===== config.mk =====
export PLATFORM = sky130hd
export DESIGN_NAME = l2_port_arbiter_flat
export DESIGN_NICKNAME = d
export VERILOG_FILES = /design/src/rtl/l2_port_arbiter_pkg.sv /design/src/rtl/l2_port_arbiter_if.sv /design/src/rtl/l2_port_arbiter_rr_arbiter2.sv /design/src/rtl/l2_port_arbiter.sv /design/src/flat_wrapper.sv
export SDC_FILE = /design/constraint.sdc
export NUM_CORES = 1
export LEC_CHECK = 0
export CAP_MARGIN = 40
export CORE_AREA = 2 2 537 539
export CTS_BUF_LIST = sky130_fd_sc_hd__clkbuf_8
export DETAILED_ROUTE_END_ITERATION = 16
export DIE_AREA = 0 0 539 541
export MAX_ROUTING_LAYER = met4
export PLACE_DENSITY_LB_ADDON = 0.08
export SLEW_MARGIN = 20
export SYNTH_ARGS = -nofsm -noshare
export SYNTH_HDL_FRONTEND = slang
export SYNTH_SLANG_ARGS = --single-unit

===== constraint.sdc =====
create_clock -name clk -period 22.9 [get_ports clk]
set_input_delay 3.435 -clock clk [delete_from_list [all_inputs] [get_ports clk]]
set_output_delay 3.435 -clock clk [all_outputs]
set_load 0.02 [all_outputs]

===== src/rtl/l2_port_arbiter_pkg.sv =====
// Shared types and default widths for the L2 port arbiter slice.
package l2_port_arbiter_pkg;

    localparam int unsigned L2_LINE_W = 256;
    localparam int unsigned L2_ADDR_W = 32;

    typedef enum logic [1:0] {
        IDLE,
        BUSY_I,
        BUSY_D
    } arb_state_t;

    typedef enum logic {
        SRC_INST,
        SRC_DATA
    } arb_src_t;

endpackage


===== src/rtl/l2_port_arbiter_if.sv =====
// L1-side (I/D miss paths) and L2-side signals of the shared port.
// slave: the arbiter's view; master: the surrounding caches / L2 model.
interface l2_port_arbiter_if
    import l2_port_arbiter_pkg::*;
#(
    parameter int unsigned LINE_W = L2_LINE_W,
    parameter int unsigned ADDR_W = L2_ADDR_W
);
    logic              inst_read;
    logic [ADDR_W-1:0] inst_address;
    logic              inst_resp;
    logic [LINE_W-1:0] inst_rdata;

    logic              data_read;
    logic              data_write;
    logic [ADDR_W-1:0] data_address;
    logic [LINE_W-1:0] data_wdata;
    logic              data_resp;
    logic [LINE_W-1:0] data_rdata;

    logic              mem_read;
    logic              mem_write;
    logic [ADDR_W-1:0] mem_address;
    logic [LINE_W-1:0] mem_wdata256;
    logic              mem_resp;
    logic [LINE_W-1:0] mem_rdata;

    modport slave (
        input  inst_read, inst_address,
        output inst_resp, inst_rdata,
        input  data_read, data_write, data_address, data_wdata,
        output data_resp, data_rdata,
        output mem_read, mem_write, mem_address, mem_wdata256,
        input  mem_resp, mem_rdata
    );

    modport master (
        output inst_read, inst_address,
        input  inst_resp, inst_rdata,
        output data_read, data_write, data_address, data_wdata,
        input  data_resp, data_rdata,
        input  mem_read, mem_write, mem_address, mem_wdata256,
        output mem_resp, mem_rdata
    );

endinterface


===== src/rtl/l2_port_arbiter_rr_arbiter2.sv =====
// Two-way round-robin grant between I-side and D-side requests.
module rr_arbiter2
    import l2_port_arbiter_pkg::*;
(
    input  logic clk,
    input  logic rst,
    input  logic req_i,
    input  logic req_d,
    input  logic advance,
    output logic gnt_i,
    output logic gnt_d
);

    arb_src_t last_grant_q;
    arb_src_t last_grant_d;

    // Grant the side that was not served last when both request.
    always_comb begin
        gnt_i        = req_i && (!req_d || (last_grant_q == SRC_DATA));
        gnt_d        = req_d && !gnt_i;
        last_grant_d = last_grant_q;
        if (advance && gnt_i) begin
            last_grant_d = SRC_INST;
        end else if (advance && gnt_d) begin
            last_grant_d = SRC_DATA;
        end
    end

    // Remember who was granted; reset favours the I-side on first contention.
    always_ff @(posedge clk or posedge rst) begin
        if (rst) begin
            last_grant_q <= SRC_DATA;
        end else begin
            last_grant_q <= last_grant_d;
        end
    end

endmodule


===== src/rtl/l2_port_arbiter.sv =====
// Shares the L2 L1-side port between I-cache and D-cache miss paths.
// The granted request is latched into a command register bank that
// drives the L2 until mem_resp; the response is steered to its owner.
module l2_port_arbiter
    import l2_port_arbiter_pkg::*;
#(
    parameter int unsigned LINE_W = L2_LINE_W,
    parameter int unsigned ADDR_W = L2_ADDR_W
)(
    input logic              clk,
    input logic              rst,
    l2_port_arbiter_if.slave bus
);

    arb_state_t        state_q, state_d;
    logic              cmd_read_q, cmd_read_d;
    logic              cmd_write_q, cmd_write_d;
    logic [ADDR_W-1:0] cmd_addr_q, cmd_addr_d;
    logic [LINE_W-1:0] cmd_wdata_q, cmd_wdata_d;

    logic req_i, req_d, gnt_i, gnt_d, advance;
    logic inst_resp_c, data_resp_c;

    assign req_i   = bus.inst_read;
    assign req_d   = bus.data_read | bus.data_write;
    assign advance = (state_q == IDLE);

    rr_arbiter2 u_rr (
        .clk     (clk),
        .rst     (rst),
        .req_i   (req_i),
        .req_d   (req_d),
        .advance (advance),
        .gnt_i   (gnt_i),
        .gnt_d   (gnt_d)
    );

    // Next state, command capture on grant, response steering on mem_resp.
    always_comb begin
        state_d     = state_q;
        cmd_read_d  = cmd_read_q;
        cmd_write_d = cmd_write_q;
        cmd_addr_d  = cmd_addr_q;
        cmd_wdata_d = cmd_wdata_q;
        inst_resp_c = 1'b0;
        data_resp_c = 1'b0;
        case (state_q)
            IDLE: begin
                if (gnt_i) begin
                    state_d     = BUSY_I;
                    cmd_read_d  = 1'b1;
                    cmd_write_d = 1'b0;
                    cmd_addr_d  = bus.inst_address;
                    cmd_wdata_d = '0;
                end else if (gnt_d) begin
                    // Read+write together is serviced as a writeback.
                    state_d     = BUSY_D;
                    cmd_read_d  = !bus.data_write;
                    cmd_write_d = bus.data_write;
                    cmd_addr_d  = bus.data_address;
                    cmd_wdata_d = bus.data_write ? bus.data_wdata : '0;
                end
            end
            BUSY_I, BUSY_D: begin
                if (bus.mem_resp) begin
                    inst_resp_c = (state_q == BUSY_I);
                    data_resp_c = (state_q == BUSY_D);
                    state_d     = IDLE;
                    // Clearing the bank drops the L2 request on the next cycle.
                    cmd_read_d  = 1'b0;
                    cmd_write_d = 1'b0;
                    cmd_addr_d  = '0;
                    cmd_wdata_d = '0;
                end
            end
            default: state_d = IDLE;
        endcase
    end

    // State and command register bank.
    always_ff @(posedge clk or posedge rst) begin
        if (rst) begin
            state_q     <= IDLE;
            cmd_read_q  <= 1'b0;
            cmd_write_q <= 1'b0;
            cmd_addr_q  <= '0;
            cmd_wdata_q <= '0;
        end else begin
            state_q     <= state_d;
            cmd_read_q  <= cmd_read_d;
            cmd_write_q <= cmd_write_d;
            cmd_addr_q  <= cmd_addr_d;
            cmd_wdata_q <= cmd_wdata_d;
        end
    end

    assign bus.mem_read     = cmd_read_q;
    assign bus.mem_write    = cmd_write_q;
    assign bus.mem_address  = cmd_addr_q;
    assign bus.mem_wdata256 = cmd_wdata_q;
    assign bus.inst_resp    = inst_resp_c;
    assign bus.data_resp    = data_resp_c;
    assign bus.inst_rdata   = bus.mem_rdata;
    assign bus.data_rdata   = bus.mem_rdata;

    a_inst_drop: assert property (@(posedge clk) disable iff (rst)
        bus.inst_resp |=> !bus.inst_read)
        else $error("inst_read still high in the cycle after inst_resp");

    a_data_drop: assert property (@(posedge clk) disable iff (rst)
        bus.data_resp |=> !(bus.data_read || bus.data_write))
        else $error("data request still high in the cycle after data_resp");

    a_data_op: assert property (@(posedge clk) disable iff (rst)
        !(bus.data_read && bus.data_write))
        else $warning("data_read and data_write both high; serviced as a write");

    a_mem_op: assert property (@(posedge clk) disable iff (rst)
        !(bus.mem_read && bus.mem_write))
        else $error("mem_read and mem_write both high");

endmodule


===== src/flat_wrapper.sv =====
// flat-port wrapper written by rule: the top's interface ports become plain ports
module l2_port_arbiter_flat import l2_port_arbiter_pkg::*;
#(
    parameter int unsigned LINE_W = L2_LINE_W,
    parameter int unsigned ADDR_W = L2_ADDR_W
)
  (clk, rst, bus_inst_read, bus_inst_address, bus_inst_resp, bus_inst_rdata, bus_data_read, bus_data_write, bus_data_address, bus_data_wdata, bus_data_resp, bus_data_rdata, bus_mem_read, bus_mem_write, bus_mem_address, bus_mem_wdata256, bus_mem_resp, bus_mem_rdata);
  l2_port_arbiter_if #(.LINE_W(LINE_W), .ADDR_W(ADDR_W)) bus_i ();
  input logic clk;
  input logic rst;
  input wire logic [$bits(bus_i.inst_read)-1:0] bus_inst_read;
  input wire logic [$bits(bus_i.inst_address)-1:0] bus_inst_address;
  output wire logic [$bits(bus_i.inst_resp)-1:0] bus_inst_resp;
  output wire logic [$bits(bus_i.inst_rdata)-1:0] bus_inst_rdata;
  input wire logic [$bits(bus_i.data_read)-1:0] bus_data_read;
  input wire logic [$bits(bus_i.data_write)-1:0] bus_data_write;
  input wire logic [$bits(bus_i.data_address)-1:0] bus_data_address;
  input wire logic [$bits(bus_i.data_wdata)-1:0] bus_data_wdata;
  output wire logic [$bits(bus_i.data_resp)-1:0] bus_data_resp;
  output wire logic [$bits(bus_i.data_rdata)-1:0] bus_data_rdata;
  output wire logic [$bits(bus_i.mem_read)-1:0] bus_mem_read;
  output wire logic [$bits(bus_i.mem_write)-1:0] bus_mem_write;
  output wire logic [$bits(bus_i.mem_address)-1:0] bus_mem_address;
  output wire logic [$bits(bus_i.mem_wdata256)-1:0] bus_mem_wdata256;
  input wire logic [$bits(bus_i.mem_resp)-1:0] bus_mem_resp;
  input wire logic [$bits(bus_i.mem_rdata)-1:0] bus_mem_rdata;
  assign bus_i.inst_read = bus_inst_read;
  assign bus_i.inst_address = bus_inst_address;
  assign bus_inst_resp = bus_i.inst_resp;
  assign bus_inst_rdata = bus_i.inst_rdata;
  assign bus_i.data_read = bus_data_read;
  assign bus_i.data_write = bus_data_write;
  assign bus_i.data_address = bus_data_address;
  assign bus_i.data_wdata = bus_data_wdata;
  assign bus_data_resp = bus_i.data_resp;
  assign bus_data_rdata = bus_i.data_rdata;
  assign bus_mem_read = bus_i.mem_read;
  assign bus_mem_write = bus_i.mem_write;
  assign bus_mem_address = bus_i.mem_address;
  assign bus_mem_wdata256 = bus_i.mem_wdata256;
  assign bus_i.mem_resp = bus_mem_resp;
  assign bus_i.mem_rdata = bus_mem_rdata;
  l2_port_arbiter #(.LINE_W(LINE_W), .ADDR_W(ADDR_W)) u_core (.clk(clk), .rst(rst), .bus(bus_i));
endmodule

**Yosys cells after proc, flatten, opt, wreduce, memory -nomap -nowiden**

Cells that the tools add are included.

- Add/sub/neg operators: 0
- Multipliers: 0
- Div/mod/pow operators: 0
- Order comparisons: 0
- Eq/ne operators: 4
- Shifts and indexed selects: 0
- Mux-type cells: 26
- Bitwise operators: 1
- Reductions and logical operators: 14

Operators with widths:

| cell | count |
|---|---|
| 256-bit two-way mux | 4 |
| 256-bit one-hot mux with 2 select lines | 1 |
| 32-bit two-way mux | 3 |
| 32-bit one-hot mux with 2 select lines | 1 |
| 1-bit two-way mux | 11 |
| 2-bit two-way mux | 3 |
| 1-bit logical AND | 4 |
| 1-bit one-hot mux with 2 select lines | 2 |
| 2-bit one-hot mux with 2 select lines | 1 |
| 2-bit nonzero test | 2 |
| 1-bit logical NOT | 3 |
| 3-bit by 1-bit != test with 1-bit output (second input constant) | 1 |
| 3-bit AND reduction | 1 |
| 2-bit by 1-bit equality test with 1-bit output (second input constant) | 1 |
| 2-bit equality test (second input constant) | 1 |
| 2-bit logical NOT | 1 |
| 2-bit != test (second input constant) | 1 |
| 2-bit AND reduction | 1 |
| 2-bit OR reduction | 1 |
| 1-bit logical OR | 1 |
| 1-bit bitwise OR | 1 |

- Bits in registers: 293
- Latch bits: 0
- RAM bits: 0
- Bits in read-only memories: 0
- Memories kept: 0

**Depth between registers and ports, before layout**

- Word-level depth: 9
- Gate-level depth with buffers: 9
- Depth with buffers taken out: 6

**Hierarchy**

Synthesis repeated with hierarchy kept, for this count alone.

- Cell total of the unflattened synthesis: 1,768
- Area total of the unflattened synthesis: 17,102.7 sq um

By module, submodules not included:

| module | times used | cells each | area an instance (sq um) | sequential area each (sq um) |
|---|---|---|---|---|
| l2_port_arbiter | 1 | 1,761 | 17,042.6 | 7,307.0 |
| rr_arbiter2 | 1 | 7 | 60.1 | 26.3 |

**Worst setup path before layout**

OpenSTA, ideal clock, no wires.

- Kind: input to output
- From: in bus_mem_resp
- To: out bus_inst_resp
- Data arrival time: 3,681 ps
- Data required time: 19,465 ps
- Setup slack: 15,784 ps
- Stages: 1
- Buffers on the path: 0
- Cell sequence: and3_1

- Word-level cells in the longest chain between the ends: 2

Ends and longest elaborated chain:

| what | line | text |
|---|---|---|
| from (decl) | flat_wrapper.sv:25 | `input wire logic [$bits(bus_i.mem_resp)-1:0] bus_mem_resp;` |
| 1-bit two-way mux | l2_port_arbiter.sv:65 | `if (bus.mem_resp) begin` |
| 1-bit two-way mux | l2_port_arbiter.sv:47 | `case (state_q)` |
| to (decl) | flat_wrapper.sv:13 | `output wire logic [$bits(bus_i.inst_resp)-1:0] bus_inst_resp;` |

No other way between the ends.

**Worst setup path after layout**

Same ends and word-level chain as after synthesis.

==> impl_metrics.env <==
export IMPL_cts_tree="built"
export IMPL_startpoint_type="input port"
export IMPL_portBuffers=617
export IMPL_cts_root_buf="clkbuf_8"
export IMPL_syn_num_nets=1839
export IMPL_clock_sinks=293
export IMPL_crit_type="input port to primary output"
export IMPL_dr_pass1_iters=4
export IMPL_hp_class="flip-flop to flip-flop"
export IMPL_grt_max_degree=114
export IMPL_track_usage_pct=5.902
export IMPL_dp_cells=5088
export IMPL_synthCells=1253
export IMPL_dpl_instance_area_um2=21470
export IMPL_die_area_um2=291600
export IMPL_synth_top_cell_area_share_pct=50.03
export IMPL_globalRoute_totalOverflow=0
export IMPL_ys_ff_latch=293
export IMPL_grt_pass1_wl_mm=111.8
export IMPL_ys_types=24
export IMPL_ys_warn_count=0
export IMPL_clock_skew_ns=0.04698
export IMPL_start_util_pct=5.099
export IMPL_wl_per_cell_um=16.36
export IMPL_crit_arrival_ns=4.81
export IMPL_core_area_um2=286400
export IMPL_synth_area_um2=14610
export IMPL_clock_latency_ns=0.84
export IMPL_postLayoutCellArea_um2=23160
export IMPL_vias_per_cell=1.909
export IMPL_synth_edf_count=0
export IMPL_setup_tns_ns=0
export IMPL_rsz0062_at_grt="false"
export IMPL_maxCapViolations=0
export IMPL_end_kind="primary output"
export IMPL_die_h_um=541
export IMPL_yosys_cell_count_top_type="buf_4"
export IMPL_final_core_util_pct=8.086
export IMPL_p_leak_nw=8.606
export IMPL_cts_buffer_depth=4
export IMPL_netlist_top_cell_by_area="dfrtp_1"
export IMPL_rows=197
export IMPL_antenna_found_initial=37
export IMPL_place_congestion=0.6745
export IMPL_crit_required_ns=19.47
export IMPL_place_hpwl_mm=66.33
export IMPL_cts_made_buffers=82
export IMPL_hold_buffers=0
export IMPL_reg2reg_slack_ns=19.39
export IMPL_yosysSeqAreaShare_pct=50.21
export IMPL_final_max_slew_viol_count=0
export IMPL_clk_pin_slew_ns=0.04
export IMPL_synth_flop_cell="dfrtp_1"
export IMPL_worst_pin_slew_ns=1.005
export IMPL_ir_worst_vdd_uv=52.04
export IMPL_htreeDepth=3
export IMPL_hold_violations=0
export IMPL_final_setup_worst_slack_ns=14.66
export IMPL_route_detailed_drc=0
export IMPL_drt_initial_drc_count=379
export IMPL_grt_pass1_vias=11167
export IMPL_power_density_nw_per_um2=129.6
export IMPL_dp_worst_setup_slack_ns=14.65
export IMPL_wl_mm=85.80
export IMPL_vias=10010
export IMPL_syn2layout_area_growth_pct=58.56
export IMPL_setup_violations_final=0
export IMPL_fin_crit_sh_pct=35.99
export IMPL_die_w_um=539
export IMPL_crit_fanout=3
export IMPL_finalNonFillerCells=5244
export IMPL_synth_area_per_cell_um2=11.66
export IMPL_max_slew_margin_rel_pct=32.97
export IMPL_clock_fmax_ghz=0.1213
export IMPL_period_minus_slack_ns=8.241
export IMPL_ant_nets=0
export IMPL_status="finished clean"
export IMPL_post_cts_resized=0
export IMPL_num_nets_final=1981
export IMPL_yosys_top_cells_area="dfrtp_1, buf_4, a22o_1"
export IMPL_async_flop_share_pct=100.0
export IMPL_cts_setup_buffers=0
export IMPL_io_pins=1386
export IMPL_synthTopCellsByCount="buf_4, dfrtp_1, a22o_1"
export IMPL_layout_drive_gt1_share_pct=9.379
metrics by stage:
| step | hold WS (ns) | total power, mW |
|---|---|---|
| final | 0.4770 | 3.002 |
| after global routing | 0.5103 | 3.238 |
| after CTS | 0.4813 | 3.144 |
| after detailed placement | 0.4684 | 2.355 |
| after global placement | 0.4705 | 2.365 |
| after floorplan | 0.5149 | 1.618 |
registers in the layout, indices dropped and copies added, names as in the netlist:
signal	count
u_core.bus.mem_address	32
u_core.bus.mem_wdata256	256
u_core.state_q	2
u_core.u_rr.last_grant_q	1
u_core.bus.mem_write	1
u_core.bus.mem_read	1
cell usage in the layout (no fill, tap or decap), types with 2 or more instances in the layout:
master,count
clkbuf_8,101
buf_4,13
ha_1,4
nand2_1,32
o21ai_0,32
buf_12,4
clkinv_2,7
inv_1,32
mux2i_1,32
a21oi_1,3
a21o_1,2
a22o_1,257
clkinvlp_4,2
clkdlybuf4s50_1,617
nor2_1,4
diode_2,13
buf_16,3
dfrtp_1,292
cells by family after synthesis:
| kind of cell | synth area share [%] |
|---|---|
| buffers and inverters | 28.99 |
| AO/OA/AOI/OAI | 17.02 |
| flip-flops | 50.21 |
| AND/OR/NAND/NOR | 1.242 |
| multiplexers | 2.193 |
| adder cells (fa/ha/maj) | 0.3427 |
critical path, stage by stage:
cell and delay, ns:
clkdlybuf4s50_1 0.53, and3_1 0.20, clkdlybuf4s50_1 0.64
layer usage:
metal | vias to the layer above | wire length, um | global-route usage (%)
met5 | - | 0 | -
met4 | 0 | 4557 | 3.151
met3 | 353 | 11050 | 3.278
met2 | 739 | 39600 | 9.295
met1 | 4749 | 30600 | 5.791
li1 | 4169 | - | -
area by class of cell:
class	count	area, um2
flip-flops and latches	293	7333
inverters	4	22.52
clock buffers	101	1390
multi-input cells	377	3054
fillers	33229	263300
diodes	13	32.53
clock inverters	38	158.9
well taps	3781	4731
repair buffers	637	6436
where the power goes:
group | total (mW) | switching [mW] | internal (mW)
clock | 0.711 | 0.319 | 0.392
combinational | 1.42 | 0.840 | 0.583
sequential | 0.868 | 0.132 | 0.736
total | 3.00 | 1.29 | 1.71
final timing paths:
kind                                             from                      endpoint  cells past startpoint
max                                      bus_mem_resp                 bus_inst_resp                      3
min                        u_core.bus.mem_address[25]    u_core.bus.mem_address[25]                      2
max reg2reg                         u_core.state_q[0]  u_core.bus.mem_wdata256[101]                      7
min reg2reg                u_core.bus.mem_address[25]    u_core.bus.mem_address[25]                      2
max in group asynchronous                         rst    u_core.bus.mem_address[18]                      4
min in group asynchronous                         rst  u_core.bus.mem_wdata256[175]                      2
No activity file was read; power rests on OpenSTA's default activity.
